$ cat src/rtl/seven_seg_pkg.sv
// Shared types and constants for the seven-segment scan display:
// segment type, blank pattern, hex-to-segment table and scan-state enum.
package seven_seg_pkg;

  typedef logic [6:0] seg_t;

  localparam seg_t SEG_BLANK = 7'b1111111;

  // Active-low segments, bit 6 = a ... bit 0 = g; entry n is the glyph for hex n
  localparam logic [15:0][6:0] HEX_SEG = {
    7'b0111000,  // F
    7'b0110000,  // E
    7'b1000010,  // D
    7'b0110001,  // C
    7'b1100000,  // B
    7'b0001000,  // A
    7'b0001100,  // 9
    7'b0000000,  // 8
    7'b0001111,  // 7
    7'b0100000,  // 6
    7'b0100100,  // 5
    7'b1001100,  // 4
    7'b0000110,  // 3
    7'b0010010,  // 2
    7'b1001111,  // 1
    7'b0000001   // 0
  };

  typedef enum logic {
    ST_SHOW,
    ST_GAP
  } scan_state_e;

endpackage

$ cat src/rtl/seven_seg_encoder.sv
// Combinational hex-plus-valid to active-low segment pattern; invalid blanks.
module seven_seg_encoder
  import seven_seg_pkg::*;
(
  input  logic [3:0] hex_i,
  input  logic       valid_i,
  output seg_t       seg_c
);

  always_comb begin
    seg_c = SEG_BLANK;
    if (valid_i) seg_c = HEX_SEG[hex_i];
  end

endmodule

$ cat src/rtl/seven_seg_scan_display.sv
// N-digit time-multiplexed seven-segment driver with a shift history of hex entries.
// Define SEG_BLANK_GAP_EN to insert an all-off blanking gap between digits.
module seven_seg_scan_display
  import seven_seg_pkg::*;
#(
  parameter int unsigned NUM_DIGITS   = 2,
  parameter int unsigned DWELL_CYCLES = 4096,
  parameter int unsigned GAP_CYCLES   = 16
) (
  input  logic                  int_osc,
  input  logic                  reset,
  input  logic                  en,
  input  logic [3:0]            digit,
  input  logic                  clr,
  output seg_t                  seg,
  output logic [NUM_DIGITS-1:0] osc
);

  localparam int unsigned CNT_MAX = (DWELL_CYCLES > GAP_CYCLES) ? DWELL_CYCLES : GAP_CYCLES;
  localparam int unsigned CNT_W   = $clog2(CNT_MAX);
  localparam int unsigned IDX_W   = $clog2(NUM_DIGITS);

  localparam logic [CNT_W-1:0] DWELL_LAST = CNT_W'(DWELL_CYCLES - 1);
`ifdef SEG_BLANK_GAP_EN
  localparam logic [CNT_W-1:0] GAP_LAST   = CNT_W'(GAP_CYCLES - 1);
`endif
  localparam logic [IDX_W-1:0] IDX_LAST   = IDX_W'(NUM_DIGITS - 1);

  logic [NUM_DIGITS-1:0]      hv_q, hv_d;
  logic [NUM_DIGITS-1:0][3:0] hx_q, hx_d;
  scan_state_e                state_q, state_d;
  logic [CNT_W-1:0]           cnt_q, cnt_d;
  logic [IDX_W-1:0]           idx_q, idx_d;
  logic [IDX_W-1:0]           idx_next;
  seg_t                       seg_q, seg_d;
  logic [NUM_DIGITS-1:0]      osc_q, osc_d;
  seg_t                       enc_seg;

  // History shift register; clear takes priority over a push in the same cycle
  always_comb begin
    hv_d = hv_q;
    hx_d = hx_q;
    if (clr) begin
      hv_d = '0;
    end else if (en) begin
      hv_d = {hv_q[NUM_DIGITS-2:0], 1'b1};
      hx_d = {hx_q[NUM_DIGITS-2:0], digit};
    end
  end

  assign idx_next = (idx_q == IDX_LAST) ? '0 : idx_q + IDX_W'(1);

  // Scan FSM: dwell on a digit, optionally blank for a gap, then advance
  always_comb begin
    state_d = state_q;
    cnt_d   = cnt_q + CNT_W'(1);
    idx_d   = idx_q;
    case (state_q)
      ST_SHOW: begin
        if (cnt_q == DWELL_LAST) begin
          cnt_d = '0;
`ifdef SEG_BLANK_GAP_EN
          state_d = ST_GAP;
`else
          idx_d = idx_next;
`endif
        end
      end
`ifdef SEG_BLANK_GAP_EN
      ST_GAP: begin
        if (cnt_q == GAP_LAST) begin
          cnt_d   = '0;
          idx_d   = idx_next;
          state_d = ST_SHOW;
        end
      end
`endif
      default: begin
        state_d = ST_SHOW;
        cnt_d   = '0;
      end
    endcase
  end

  seven_seg_encoder u_encoder (
    .hex_i   (hx_q[idx_q]),
    .valid_i (hv_q[idx_q]),
    .seg_c   (enc_seg)
  );

  // Select and segments are registered together so they always switch on the same edge
  always_comb begin
    seg_d = enc_seg;
    osc_d = NUM_DIGITS'(1) << idx_q;
`ifdef SEG_BLANK_GAP_EN
    if (state_q == ST_GAP) begin
      seg_d = SEG_BLANK;
      osc_d = '0;
    end
`endif
  end

  always_ff @(posedge int_osc or negedge reset) begin
    if (!reset) begin
      hv_q    <= '0;
      hx_q    <= '0;
      state_q <= ST_SHOW;
      cnt_q   <= '0;
      idx_q   <= '0;
      seg_q   <= SEG_BLANK;
      osc_q   <= NUM_DIGITS'(1);
    end else begin
      hv_q    <= hv_d;
      hx_q    <= hx_d;
      state_q <= state_d;
      cnt_q   <= cnt_d;
      idx_q   <= idx_d;
      seg_q   <= seg_d;
      osc_q   <= osc_d;
    end
  end

  assign seg = seg_q;
  assign osc = osc_q;

endmodule

$ cat config.mk
export PLATFORM = sky130hd
export DESIGN_NAME = seven_seg_scan_display
export DESIGN_NICKNAME = d
export VERILOG_FILES = /design/src/rtl/seven_seg_pkg.sv /design/src/rtl/seven_seg_encoder.sv /design/src/rtl/seven_seg_scan_display.sv
export SDC_FILE = /design/constraint.sdc
export NUM_CORES = 1
export LEC_CHECK = 0
export ABC_CLOCK_PERIOD_IN_PS = 2300
export BUFFER_PORTS_ARGS = -buffer_cell sky130_fd_sc_hd__buf_4
export CORE_MARGIN = 10
export CORE_UTILIZATION = 55
export CTS_BUF_LIST = sky130_fd_sc_hd__clkbuf_2 sky130_fd_sc_hd__clkbuf_4 sky130_fd_sc_hd__clkbuf_8
export DETAILED_ROUTE_END_ITERATION = 10
export PLACE_DENSITY = 0.88
export SYNTH_ARGS = -nofsm -noshare
export SYNTH_HDL_FRONTEND = slang
export SYNTH_HIERARCHICAL = 1
export SYNTH_SLANG_ARGS = --single-unit
$ cat constraint.sdc
create_clock -name int_osc -period 2.3 [get_ports int_osc]
set_clock_uncertainty 0.15 [all_clocks]
set_input_delay 0.115 -clock int_osc [delete_from_list [all_inputs] [get_ports int_osc]]
set_output_delay 0.115 -clock int_osc [all_outputs]
set_load 0.01 [all_outputs]
Word-level counts from Yosys, hierarchy flattened --
Memory sizes are Yosys's and may differ from the RTL's. Cells that the tools add are included. W data, S select, Z words.
Storage, ports and cells: output and inout port bits 9, memories 1, bits in read-only memories 112, register bits after elaboration 32, bits of input ports 8, word-level logic and storage cells 27
Cells by class: reduce and logical (&&, ||, !) cells 2, eq/ne operators 1, order comparisons 2, mux-type cells 10, bitwise logic cells 1, shift-type cells 1, add/subtract/negate cells 2
Memories:
- (name not given) | words 16, bits a word 7, read ports 1, clocked after memory_dff 0, write ports 0, line seven_seg_encoder.sv:12 | if (valid_i) seg_c = HEX_SEG[hex_i];
Operator list (count):
- $mux W7 | 2
- $add A12 B1 Y12 const B | 1
- $eq A12 B12 Y1 const B | 1
- $mux W12 | 1
- $mux W4 | 2
- $lt A4 B5 Y1 const B | 1
- $mux W2 | 2
- $mux W1 | 3
- $lt A1 B2 Y1 const B | 1
- $reduce_and A2 Y1 | 1
- $reduce_bool A2 Y1 | 1
- $shl A1 B1 Y2 const A | 1
- $add A1 B1 Y1 const B | 1
- $not A1 Y1 | 1

Longest topological paths before layout --
depth after elaboration 5, gate-level depth with buffers 7, mapped depth without buffers 6

Cells and area by module --
The synthesis kept the hierarchy.
Modules (own cells, without submodules):
- seven_seg_scan_display | cells an instance 109, area an instance 1266.2 um^2, times used 1, sequential area each 810.8 um^2
- seven_seg_encoder | cells an instance 39, area an instance 285.3 um^2, times used 1, sequential area each 0.0 um^2

Worst setup path before layout --
No wires, ideal clock.
path kind flip-flop to flip-flop, start register idx_q, end register seg_q[3] (netlist: seg[3]), clock period less this slack 1816 ps, stages on the path, launching flop included 7, arrival time 1579 ps, setup slack 484 ps, path buffers 1, setup time 87 ps, required time 2063 ps, path through dfrtp_1 > clkbuf_1 > mux2_2 > inv_1 > ha_1 > a211oi_1 > o21ai_0
On the way: word-level cells in the longest chain between the ends 5, elaborated cells on any way between the ends 7, those cells by class mux: 6; memory: 1
RTL lines:
- start: declaration | line seven_seg_scan_display.sv:33 | logic [IDX_W-1:0] idx_q, idx_d;
- start signal: assignment | line seven_seg_scan_display.sv:117 | idx_q <= idx_d;
- $mux W4 (implied by the code) (2 in a row) | line seven_seg_scan_display.sv:86 | .hex_i (hx_q[idx_q]),
- $mem_v2 Z16 W7
- $mux W7 (implied by the code) | line seven_seg_encoder.sv:12
- $mux W7 (*) | line seven_seg_encoder.sv:12
- net enc_seg[3] | line seven_seg_scan_display.sv:37 | seg_t enc_seg;
- end signal: assignment | line seven_seg_scan_display.sv:118 | seg_q <= seg_d;
- end: declaration | line seven_seg_scan_display.sv:35 | seg_t seg_q, seg_d;
The timed path passes the listed nets; every way through them passes the cells marked *. The select of a mux whose other input is x is not followed. A chain may end at the register's enable or synchronous reset.

Worst setup path after layout --
Same ends and word-level chain as after synthesis.

==> summary.md <==
| Metric | Value |
|---|---|
| Outcome | completed |
| Inserted Clock Buffers | 5 |
| Starting Density | 56.8% |
| DR WL/cell | 14.9 µm |
| Pre-CTS setup slack | 0.399 ns |
| Hold Crit Class | input port to asynchronous set/reset pin |
| Inst Count DP | 190 |
| Peak supply drop | 0.000493 V |
| Die ar. | 5350 µm² |
| Seq cells post-synth | 32 |
| Layout area overhead | 17.3% |
| DRT iter0 DRCs | 50 |
| DIE HEIGHT | 73.1 µm |
| Relative slew slack | 63.7% |
| CORE AREA | 2730 µm² |
| Crit path kind | flop to flop |
| Final setup vio count | 0 |
| Syn Nets | 163 |
| Die X | 73.1 µm |
| Leak Pwr | 0.856 nW |
| CTS tree | done |
| Final wirelength | 3060 µm |
| WL met2 | 1620 µm |
| Max Cap Violations | 0 |
| ANT nets after route | 0 |
| Fmax achieved | 0.506 GHz |
| DRC Markers | 0 |
| Initial antenna violation count | 0 |
| Final worst slack | 0.323 ns |
| Fillers | 219 |
| Post-Syn Area | 1550 µm² |
| Met3 wire len | 167 µm |
| Worst setup SP type | flop |
| Async SR Flop Fraction | 100% |
| Clock latency on the worst-skew pair | 0.34 ns |
| CTS Hold Bufs | 8 |
| Pin count of the biggest net entering global routing | 33 |
| RSZ-0062 raised after global routing | false |
| Post-DP HPWL | 2210 µm |
| CP arrival | 2.08 ns |
| Root buf cell | clkbuf_4 |
| Maximum fanout along the worst path | 7 |
| Pwr/cell area | 635 nW/µm² |
| Cells after Synth | 148 |
| Ys flop type | dfrtp_1 |
| Setup repair bufs after CTS | 0 |
| Worst slew pin tran | 0.543 ns |
| Max layer used | met4 |
| Post-cts repair resize count | 0 |
| First-pass GRT wire length | 5240 µm |
| Tcrit/Tclk final | 86.0% |
| Commonest non-fill, non-tap cell in the layout | nand2_1 |
| Seq/Total Area, Yosys | 52.3% |
| Setup Total Neg Slack | 0 ns |
| Net total in the final layout | 189 |
| Grt ovf | 0 |
| Layout cells sized above 1 | 24.0% |
| Clock transition at path regs | 0.10 ns |
| Via-per-instance ratio | 5.44 |
| Total Routing Usage GR | 12.4% |
| Final hold violation count | 0 |
| Rows | 19 |
| Min Tclk post-route | 1.98 ns |
| CTS max path bufs | 2 |
| CP endpoint kind | flop |
| Met1 Wirelength | 1230 µm |
| Critical path required time | 2.40 ns |
| Number of top-level pins | 17 |
| Vias in the first global route | 1,158 |
| Port bufs | 16 |
| Post-synth cell types | 38 |
| # clock sinks | 32 |
| Ant diodes | 0 |
| CTS H-tree depth | 2 |
| Via count | 1,121 |
| Leading cell types in the layout, fill and taps excluded | nand2_1 (29), dfrtp_1 (24), buf_4 (16) |
| Max-slew violation count | 0 |
| Post-synth EDFFs | 0 |
| Syn Area/Cell | 10.5 µm² |
| Placer Congestion | 0.970 |
| Fin cells | 206 |
| Yosys warnings | 6 |
| DRT Pass-1 Iters | 4 |
-- per-stage QoR --
step / total power [mW] / util [%] / hold slack [ns] / cell area [µm²]
floorplan: 0.757 / - / -0.331 / 1550
global placement: 0.815 / 61.6 / -0.0935 / 1680
detailed placement: 0.825 / 61.6 / -0.0859 / 1680
CTS: 1.16 / 66.6 / 0.0873 / 1820
global route: 1.21 / 66.6 / 0.126 / 1820
finish: 1.16 / 66.6 / 0.0857 / 1820
-- layout make-up --
type | count | area [µm²] | area share [%]
multi-input cells | 104 | 687 | 37.7
clock inverters | 1 | 5.00 | 0.275
repair buffers | 24 | 200 | 11.0
well taps | 31 | 38.8 | 2.13
clock buffers | 7 | 52.6 | 2.89
inverters | 7 | 26.3 | 1.44
flip-flops and latches | 32 | 811 | 44.5
-- report_power, final --
group          internal, mW  switching, mW
sequential            0.609         0.0197
clock                 0.142          0.184
combinational        0.0890          0.111
-- cell usage after synthesis (all sizes together) (4+ instances only) --
library cell / count / share of area (%)
nand2: 29 / 7.0
dfrtp: 24 / 39
dfstp: 8 / 14
ha: 7 / 5.6
inv: 7 / 1.7
nor2: 7 / 1.7
o21ai: 6 / 1.9
mux2: 5 / 3.6
nand3: 5 / 2.3
xor2: 5 / 2.8
a21oi: 4 / 1.3
nand2b: 4 / 1.6
-- worst max-delay path, cell delays in order, from the launching register on --
cell and delay (ns):
dfrtp_1 0.49, mux2_2 0.43, inv_1 0.15, ha_1 0.27, nand2b_1 0.11, a21boi_0 0.11, o21ai_0 0.19
-- routing by layer --
layer | vias up | GRT usage (%)
li1 | 553 | -
met1 | 537 | 12.4
met2 | 26 | 21.5
met3 | 5 | 5.44
met4 | 0 | 5.70
met5 | - | 0
-- flip-flops by register name (all words and copies together), names as in the netlist --
name   cells
cnt_q     12
seg        7
idx_q      1
hx_q       8
hv_q       2
osc        2
-- worst paths after layout --
kind | endpoint | cells after the start | slack [ns] | from
worst min-delay path | hx_q[6] | 2 | 0.09 | reset
worst min register to register | hx_q[6] | 2 | 0.33 | hx_q[6]
worst max register to register | seg[3] | 6 | 0.32 | idx_q
min in group int_osc | hx_q[6] | 2 | 0.33 | hx_q[6]
worst max-delay path | seg[3] | 6 | 0.32 | idx_q
max in group asynchronous | seg[6] | 2 | 1.60 | reset
-- cells by family (layout without fill, tap and decap cells) --
group | after synthesis | after routing | synth area share (%)
simple gates | 62 | 62 | 20.8
flops | 32 | 32 | 52.3
compound gates | 21 | 21 | 9.03
buf+inv | 12 | 39 | 3.47
xor+xnor | 8 | 8 | 4.52
fa+ha+maj | 7 | 7 | 5.64
mux | 6 | 6 | 4.27
(Power assumes the default switching activity.)
